### src/rtl/piano_pkg.sv
// Shared types and constants for the piano voice scheduler.
// Provides the FSM state enum, key count and the note half-period table.
package piano_pkg;

  localparam int NUM_KEYS_DEF = 8;
  localparam int HP_W         = 16;
  localparam int IDX_W        = 3;

  typedef enum logic [1:0] {
    S_IDLE,
    S_LOAD,
    S_WAIT_ACK,
    S_PLAY
  } state_e;

  // Half-period counts for C4..C5 at 10 MHz.
  function automatic logic [HP_W-1:0] note_hp(
    input logic [IDX_W-1:0] idx
  );
    logic [HP_W-1:0] hp;
    unique case (idx)
      3'd0: hp = 16'd19111;
      3'd1: hp = 16'd17026;
      3'd2: hp = 16'd15169;
      3'd3: hp = 16'd14317;
      3'd4: hp = 16'd12755;
      3'd5: hp = 16'd11364;
      3'd6: hp = 16'd10124;
      3'd7: hp = 16'd9556;
    endcase
    return hp;
  endfunction

endpackage

### src/rtl/piano_voice_sched_debounce.sv
// key_debounce: one-key debouncer driven by a shared sample tick.
// Ports: clk, rst_n, clr_i (sync clear), tick_i, key_i (synced level),
// level_o (debounced), press_o / release_o (1-cycle edge pulses).
module key_debounce #(
  parameter int DB_SAMPLES = 4
) (
  input  logic clk,
  input  logic rst_n,
  input  logic clr_i,
  input  logic tick_i,
  input  logic key_i,
  output logic level_o,
  output logic press_o,
  output logic release_o
);

  localparam int RW = $clog2(DB_SAMPLES + 1);

  logic [RW-1:0] run_q;
  logic          level_q;
  logic          press_q;
  logic          rel_q;

  always_ff @(posedge clk or negedge rst_n) begin
    if (!rst_n) begin
      run_q   <= '0;
      level_q <= 1'b0;
      press_q <= 1'b0;
      rel_q   <= 1'b0;
    end else if (clr_i) begin
      run_q   <= '0;
      level_q <= 1'b0;
      press_q <= 1'b0;
      rel_q   <= 1'b0;
    end else begin
      press_q <= 1'b0;
      rel_q   <= 1'b0;
      if (tick_i) begin
        if (key_i == level_q) begin
          run_q <= '0;
        end else if (run_q == RW'(DB_SAMPLES - 1)) begin
          // Last opposite sample of the run: commit.
          run_q   <= '0;
          level_q <= key_i;
          press_q <= key_i;
          rel_q   <= ~key_i;
        end else begin
          run_q <= run_q + 1'b1;
        end
      end
    end
  end

  assign level_o   = level_q;
  assign press_o   = press_q;
  assign release_o = rel_q;

endmodule

### src/rtl/piano_voice_sched.sv
// Monophonic voice scheduler: key sync/debounce, last-pressed-wins
// arbitration, and load/ack programming of the tone generator.
// Ports: clk, rst_n, ena, keys_i -> tone_hp_o, tone_load_o, tone_ack_i,
// tone_en_o, key_idx_o, key_vld_o.
module piano_voice_sched
  import piano_pkg::*;
#(
  parameter int NUM_KEYS   = NUM_KEYS_DEF,
  parameter int CNT_W      = 16,
  parameter int SAMPLE_DIV = 10000,
  parameter int DB_SAMPLES = 4
) (
  input  logic                clk,
  input  logic                rst_n,
  input  logic                ena,
  input  logic [NUM_KEYS-1:0] keys_i,
  output logic [CNT_W-1:0]    tone_hp_o,
  output logic                tone_load_o,
  input  logic                tone_ack_i,
  output logic                tone_en_o,
  output logic [IDX_W-1:0]    key_idx_o,
  output logic                key_vld_o
);

  localparam int PW = (SAMPLE_DIV > 1) ? $clog2(SAMPLE_DIV) : 1;

  logic [NUM_KEYS-1:0] s1_q, s2_q;
  logic [PW-1:0]       pre_q;
  logic                tick;

  always_ff @(posedge clk or negedge rst_n) begin
    if (!rst_n) begin
      s1_q  <= '0;
      s2_q  <= '0;
      pre_q <= '0;
    end else if (!ena) begin
      s1_q  <= '0;
      s2_q  <= '0;
      pre_q <= '0;
    end else begin
      s1_q  <= keys_i;
      s2_q  <= s1_q;
      pre_q <= tick ? '0 : pre_q + 1'b1;
    end
  end

  assign tick = (pre_q == PW'(SAMPLE_DIV - 1));

  logic [NUM_KEYS-1:0] lvl, prs, rls;

  for (genvar g = 0; g < NUM_KEYS; g++) begin : g_db
    key_debounce #(
      .DB_SAMPLES(DB_SAMPLES)
    ) u_db (
      .clk      (clk),
      .rst_n    (rst_n),
      .clr_i    (~ena),
      .tick_i   (tick),
      .key_i    (s2_q[g]),
      .level_o  (lvl[g]),
      .press_o  (prs[g]),
      .release_o(rls[g])
    );
  end

  logic [IDX_W-1:0] sel_q, sel_d, hi_idx, lo_idx;
  logic             sel_vld_q, sel_vld_d;

  always_comb begin
    hi_idx = '0;
    lo_idx = '0;
    for (int i = 0; i < NUM_KEYS; i++)
      if (prs[i]) hi_idx = IDX_W'(i);
    for (int i = NUM_KEYS - 1; i >= 0; i--)
      if (lvl[i]) lo_idx = IDX_W'(i);
  end

  // Fresh presses beat everything; losing the selected key falls
  // back to the lowest key still held.
  always_comb begin
    sel_d     = sel_q;
    sel_vld_d = sel_vld_q;
    if (|prs) begin
      sel_d     = hi_idx;
      sel_vld_d = 1'b1;
    end else if (sel_vld_q && rls[sel_q]) begin
      sel_d     = lo_idx;
      sel_vld_d = |lvl;
    end
  end

  state_e           state_q;
  logic [CNT_W-1:0] hp_q;
  logic             load_q, en_q, vld_q;
  logic [IDX_W-1:0] idx_q, ld_idx_q;

  always_ff @(posedge clk or negedge rst_n) begin
    if (!rst_n) begin
      sel_q     <= '0;
      sel_vld_q <= 1'b0;
    end else if (!ena) begin
      sel_q     <= '0;
      sel_vld_q <= 1'b0;
    end else begin
      sel_q     <= sel_d;
      sel_vld_q <= sel_vld_d;
    end
  end

  // LOAD is the first cycle the request is visible; an ack there
  // completes the handshake just like in WAIT_ACK.
  always_ff @(posedge clk or negedge rst_n) begin
    if (!rst_n) begin
      state_q  <= S_IDLE;
      hp_q     <= '0;
      load_q   <= 1'b0;
      en_q     <= 1'b0;
      vld_q    <= 1'b0;
      idx_q    <= '0;
      ld_idx_q <= '0;
    end else if (!ena) begin
      state_q  <= S_IDLE;
      hp_q     <= '0;
      load_q   <= 1'b0;
      en_q     <= 1'b0;
      vld_q    <= 1'b0;
      idx_q    <= '0;
      ld_idx_q <= '0;
    end else begin
      unique case (state_q)
        S_IDLE: begin
          if (sel_vld_q) begin
            state_q  <= S_LOAD;
            load_q   <= 1'b1;
            hp_q     <= CNT_W'(note_hp(sel_q));
            ld_idx_q <= sel_q;
          end
        end
        S_LOAD, S_WAIT_ACK: begin
          if (tone_ack_i) begin
            load_q <= 1'b0;
            if (sel_vld_q) begin
              state_q <= S_PLAY;
              en_q    <= 1'b1;
              vld_q   <= 1'b1;
              idx_q   <= ld_idx_q;
            end else begin
              state_q <= S_IDLE;
              en_q    <= 1'b0;
              vld_q   <= 1'b0;
            end
          end else begin
            state_q <= S_WAIT_ACK;
          end
        end
        S_PLAY: begin
          if (!sel_vld_q) begin
            state_q <= S_IDLE;
            en_q    <= 1'b0;
            vld_q   <= 1'b0;
          end else if (sel_q != idx_q) begin
            state_q  <= S_LOAD;
            load_q   <= 1'b1;
            hp_q     <= CNT_W'(note_hp(sel_q));
            ld_idx_q <= sel_q;
          end
        end
        default: state_q <= S_IDLE;
      endcase
    end
  end

  assign tone_hp_o   = hp_q;
  assign tone_load_o = load_q;
  assign tone_en_o   = en_q;
  assign key_idx_o   = idx_q;
  assign key_vld_o   = vld_q;

endmodule

### config.mk
export PLATFORM = sky130hd
export DESIGN_NAME = piano_voice_sched
export DESIGN_NICKNAME = d
export VERILOG_FILES = /design/src/rtl/piano_pkg.sv /design/src/rtl/piano_voice_sched_debounce.sv /design/src/rtl/piano_voice_sched.sv
export SDC_FILE = /design/constraint.sdc
export NUM_CORES = 1
export LEC_CHECK = 0
export CORE_MARGIN = 4
export CORE_UTILIZATION = 60
export CTS_BUF_LIST = sky130_fd_sc_hd__clkbuf_4 sky130_fd_sc_hd__clkbuf_8 sky130_fd_sc_hd__clkbuf_16
export DETAILED_ROUTE_END_ITERATION = 16
export PLACE_DENSITY = 0.81
export SYNTH_ARGS = -nofsm -noshare
export SYNTH_HDL_FRONTEND = slang
export SYNTH_SLANG_ARGS = --single-unit
### constraint.sdc
create_clock -name clk -period 4.52 [get_ports clk]
set_clock_uncertainty 0.05 [all_clocks]
set_input_delay 0.452 -clock clk [delete_from_list [all_inputs] [get_ports clk]]
set_output_delay 0.452 -clock clk [all_outputs]
set_load 0.1 [all_outputs]
* Yosys cells after proc, flatten, opt, wreduce, memory -nomap -nowiden
Memory sizes are Yosys's and may differ from the RTL's.
Index checks and enable logic that the tools add are counted.
** Word-level totals
- Register bits after elaboration :: 108
- ROM bits :: 240
- Input port bits :: 12
- Memories :: 2
** Memories
- (no name shown) :: depth 8, bits a word 15, read ports 1, clocked after memory_dff 0, wr ports 0, line piano_pkg.sv:21 : unique case (idx)
- (no name shown) :: depth 8, bits a word 15, read ports 1, clocked after memory_dff 0, wr ports 0, line piano_pkg.sv:21
** Cells by class
- $add $sub $neg :: 9
- $lt $le $gt $ge :: 1
- Eq/ne operators :: 50
- Muxes and demuxes :: 187
- Bitwise gates (word level) :: 8
- Reductions and logical operators :: 18
** Operators with widths (number)
- 3-bit 2-to-1 mux :: 57
- 1-bit 2-to-1 mux :: 110
- 16-bit 2-to-1 mux :: 4
- 16-bit case mux with 2 select lines :: 1
- 3-bit AND reduction :: 10
- 14-bit 2-to-1 mux :: 2
- 3-bit by 1-bit adder with 3-bit output, second input constant :: 8
- 3-bit by 2-bit == test with 1-bit output, second input constant :: 8
- 2-bit by 1-bit inequality test with 1-bit output, second input constant :: 12
- 8-bit 2-to-1 mux :: 2
- 2-bit inequality test, second input constant :: 8
- 8-bit OR reduction :: 2
- 3-bit inequality test, second input constant :: 5
- 14-bit by 1-bit adder with 14-bit output, second input constant :: 1
- 14-bit == test, second input constant :: 1
- 2-bit 2-to-1 mux :: 6
- 3-bit by 1-bit inequality test with 1-bit output, second input constant :: 3
- 1-bit == test :: 8
- 1-bit inverter :: 8
- 4-bit AND reduction :: 2
- 2-bit case mux with 3 select lines :: 1
- 3-bit case mux with 2 select lines :: 1
- 2-bit == test, second input constant :: 2
- 3-bit by 4-bit less-than comparator with 1-bit output, second input constant :: 1
- 10 further kinds :: 10

* Longest topological paths before layout
- Depth in word-level cells :: 11
- Depth in mapped cells :: 8
- Gate-level depth less buffers :: 6

* By module
Synthesis repeated with hierarchy kept, for this count alone.
** Second synthesis, totals
- Cell total of the unflattened synthesis :: 453
- Area, all modules :: 5077.4 µm²
** Modules (own cells, without submodules)
- piano_voice_sched :: instances 1, cells each 277, area an instance 2885.3 µm², sequential area each 1476.4 µm²
- key_debounce :: instances 8, cells each 22, area an instance 274.0 µm², sequential area each 150.1 µm²

* Worst setup path before layout
No wires, ideal clock.
- Kind :: reg-to-reg
- From :: reg idx_q[0], in the netlist key_idx_o[0]
- To :: reg hp_q[11], in the netlist tone_hp_o[11]
- Arrival time :: 2.246 ns
- Data required time :: 4.401 ns
- Slack :: 2.155 ns
- Stages on the path, launching flop included :: 8
- Period minus slack after synthesis :: 2.365 ns
- Cell sequence :: dfrtp_1 > xnor2_1 > nand4_1 > nand3b_1 > and2_1 > clkbuf_1 > buf_1 > a22o_1
** On the way
- Word-level cells in the longest chain between the ends :: 3
** Ends and longest elaborated chain
- from (decl) :: line piano_voice_sched.sv:95 : logic [IDX_W-1:0] idx_q, ld_idx_q;
- from (signal assigned) :: line piano_voice_sched.sv:146 : idx_q <= ld_idx_q;
- 3-bit inequality test :: line piano_voice_sched.sv:161 : end else if (sel_q != idx_q) begin
- 3-bit inequality test (no line)
- 4-bit AND reduction (no line)
- to (signal assigned) :: line piano_voice_sched.sv:135 : hp_q <= CNT_W'(note_hp(sel_q));
- to (signal assigned) :: line piano_voice_sched.sv:164 : hp_q <= CNT_W'(note_hp(sel_q));
- to (decl) :: line piano_voice_sched.sv:93 : logic [CNT_W-1:0] hp_q;
No other way between the ends.
A chain may end at the register's enable or synchronous reset.

* Worst setup path after layout
- From :: in ena
- To :: reg hp_q[8], in the netlist tone_hp_o[8]
** On the way
- Word-level cells in the longest chain between the ends :: 2
- Elaborated cells between the ends (all ways) :: 6
** Ends and longest elaborated chain
- from (decl) :: line piano_voice_sched.sv:15 : input logic ena,
- 3-bit by 1-bit inequality test with 1-bit output (no line) or 3-bit inequality test (tied branches)
- 4-bit AND reduction (no line)
Parallel ways exist; a longest one is shown, timed or not.

==> results.cfg <==
[status]
status = finished, final reports clean

[clock_network]
htree_levels = 3
hold_buffers = 0
cts_setup_buffers = 0
cts.path.max_buffers = 2
cts_buffers = 9
ctsResizeCount = 0
cts.sinks = 107
root_buffer = clkbuf_8
path_clk_slew_ns = 0.11
clock_latency_ns = 0.37
cts_tree = built

[sta]
fmaxAchievable_ghz = 0.395
max-slew-margin-rel_pct = 25.8
fin_crit_sh_pct = 56.0
finalSetupViolations = 0
setup_tns_ns = 0
maxSlewViolCount = 0
rsz0062_at_grt = false
hold_viol_final = 0
fin_crit_ns = 2.53
tightest_slew_ns = 1.11

[global_route]
grt_pass1_wl_um = 17000
grt_usage_pct = 21.2
grt_antenna_before_repair = 0
grt_pass1_vias = 3589
grt_max_degree = 69
grt-ovfl-total = 0

[power]
p_switching_uw = 421
ir_drop_v = 0.000237
intPower_mw = 1.26
p_seq_share_pct = 57.9
switching_share_pct = 25.0
power_mw = 1.68
power_frac_comb_pct = 5.4
powerDensity_mw_per_mm2 = 303
power.leakage_nw = 2.42
p_clk_share_pct = 36.6

[cells_and_area]
mostFrequentLayoutCells = dfrtp_1 (107), nor2_1 (38), a21oi_1 (35), clkdlybuf4s50_1 (31), nand2_1 (29)
nets = 523
area.growth.synth_to_final_pct = 11.7
fillerInstances = 580
mostFrequentLayoutCell = dfrtp_1
stdcell_count = 600
finalCoreUtilization_pct = 70.4
diodes = 0
regArea_sq_mm = 0.00268
fin_area_sq_mm = 0.00555
drive_gt1_share_pct = 6.22
multi_input_area_sq_mm = 0.00210

[logic_synthesis]
synth-adder-area-share_pct = 4.53
ys_async_sr_fraction_pct = 100
synth_top_family_by_area = simple AND/OR/NAND/NOR gates
synth-compound-area-share_pct = 10.9
netlist_instances = 469
syn_nets = 499
synthSimpleGateAreaFrac_pct = 19.9
synth_edf_count = 0
ys_types = 44
synthFlopType = dfrtp_1
yosysSeqAreaShare_pct = 53.9
yosys-mux-area-fraction_pct = 3.20
yosysWarningCount = 0
syn_area_sq_mm = 0.00497
synth_seq_cells = 107
synth_area_per_cell_sq_um = 10.6
synth-xor-area-share_pct = 3.70

[placement]
dp_hpwl_um = 6590
dpl.cell_count = 584
globalplace.congestion = 0.868
placed_area_sq_mm = 0.00534
port_buffers = 32

[floorplan]
rows = 32
io_pins = 34
die-area_sq_mm = 0.00980
chipHeight_um = 99.0
initial_utilization_pct = 63.0
core_region_area_sq_mm = 0.00789
die_w_um = 99.0

[detailed_routing]
drcViolationCount = 0
vias = 3571
antenna_left = 0
drt-initial-drc-count = 229
viasPerCell = 5.95
wl_um = 9830
drtPass1Iterations = 4
wire_per_inst_um = 16.4

[setup_path]
cp.depth = 6
critical_path.startpoint_type = input port
rr_worst_depth = 5
cp.arrival_ns = 2.79
crit_chain = clkdlybuf4s50_1 -> buf_4 -> clkinv_1 -> buf_4 -> nor2_1 -> a32o_1
path_max_fanout = 35
path_buf_inv = 4
path_class = in2reg
startpoint = ena
crit_top_cell = buf_4
max_stage_delay_ns = 0.89
cp_data_required_time_ns = 4.78
timing.rr.start = sel_q[2]
slowest_stage = nor2_1
crit_family = buffers and inverters
end_kind = flip-flop

[job]
cap_violations = 0

[worst_hold_path]
hold_path.class = in2async
==> synth_stat cells (4+ instances only) <==
master,count,area (sq um)
or3_1,9,56.3
nand4_1,4,25.0
inv_1,20,75.1
nand4b_1,8,70.1
clkbuf_1,17,63.8
a22o_1,15,131
nand3_1,8,40.0
ha_1,18,225
nor4_1,12,75.1
a21oi_1,35,175
and3_1,10,62.6
xor2_1,6,52.6
o21ai_0,24,120
nand2b_1,13,81.3
mux2i_1,8,80.1
mux2_2,5,56.3
dfrtp_1,107,2680
nand2_1,29,109
and2_1,18,113
nor4b_1,14,123
xnor2_1,15,131
nor2_1,38,143
==> state kept, by name (all words and copies together), names as in the netlist <==
signal,flops
tone_hp_o,15
sel_q,3
g_db.u_db.press_o,8
state_q,2
s1_q,8
sel_vld_q,1
g_db.u_db.level_o,8
g_db.u_db.run_q,24
pre_q,14
key_vld_o,1
g_db.u_db.release_o,8
s2_q,8
key_idx_o,3
tone_load_o,1
ld_idx_q,3
==> power groups by stage <==
stage                     Sequential [mW]  Combinational [mW]  Clock (mW)
final                               0.976              0.0915       0.617
after global routing                0.977               0.102       0.668
after CTS                           0.976              0.0929       0.627
after detailed placement            0.994              0.0927           0
after global placement              0.994              0.0894           0
after floorplan                      1.00              0.0423           0
==> routing by layer <==
layer  track usage [%]  vias up  share of wire (%)  wire length [um]
li1                  -     1702                  -                 -
met1              28.7     1787                 45              4450
met2              34.7       69                 50              4880
met3              4.81       13                4.1               406
met4              5.78        0               0.96                94
met5                 0        -                  0                 0
==> path summary, 6_finish.rpt <==
path | endpoint | slack [ns]
min reg2reg | s2_q[6] | 0.41
min in group clk | s2_q[6] | 0.41
min | tone_hp_o[12] | 0.09
max in group asynchronous | g_db[2].u_db.release_o | 3.29
max | tone_hp_o[8] | 1.99
max reg2reg | tone_hp_o[8] | 2.00
==> final cells by class <==
| cell class | count | area share, % |
|---|---|---|
| well taps | 102 | 2.30 |
| clock buffers | 9 | 2.23 |
| flip-flops and latches | 107 | 48.2 |
| repair buffers | 37 | 6.40 |
| inverters | 21 | 1.42 |
| clock inverters | 7 | 1.53 |
| multi-input cells | 317 | 37.9 |
==> cell families after synthesis <==
family | after synthesis
and+or+nand+nor | 175
adders and majority gates | 18
buffers and inverters | 45
AOI/OAI and AO/OA | 88
xor gates and xnor gates | 21
other | 1
DFF | 107
muxes | 14
==> stage by stage <==
step	hold slack [ns]	setup slack, ns
5_1_grt	0.153	1.74
4_1_cts	0.125	1.99
2_1_floorplan	0.106	2.16
3_5_place_dp	0.390	1.62
3_3_place_gp	0.389	1.65
6_report	0.0945	1.99
Note: power is estimated with default switching activity, not from simulation.
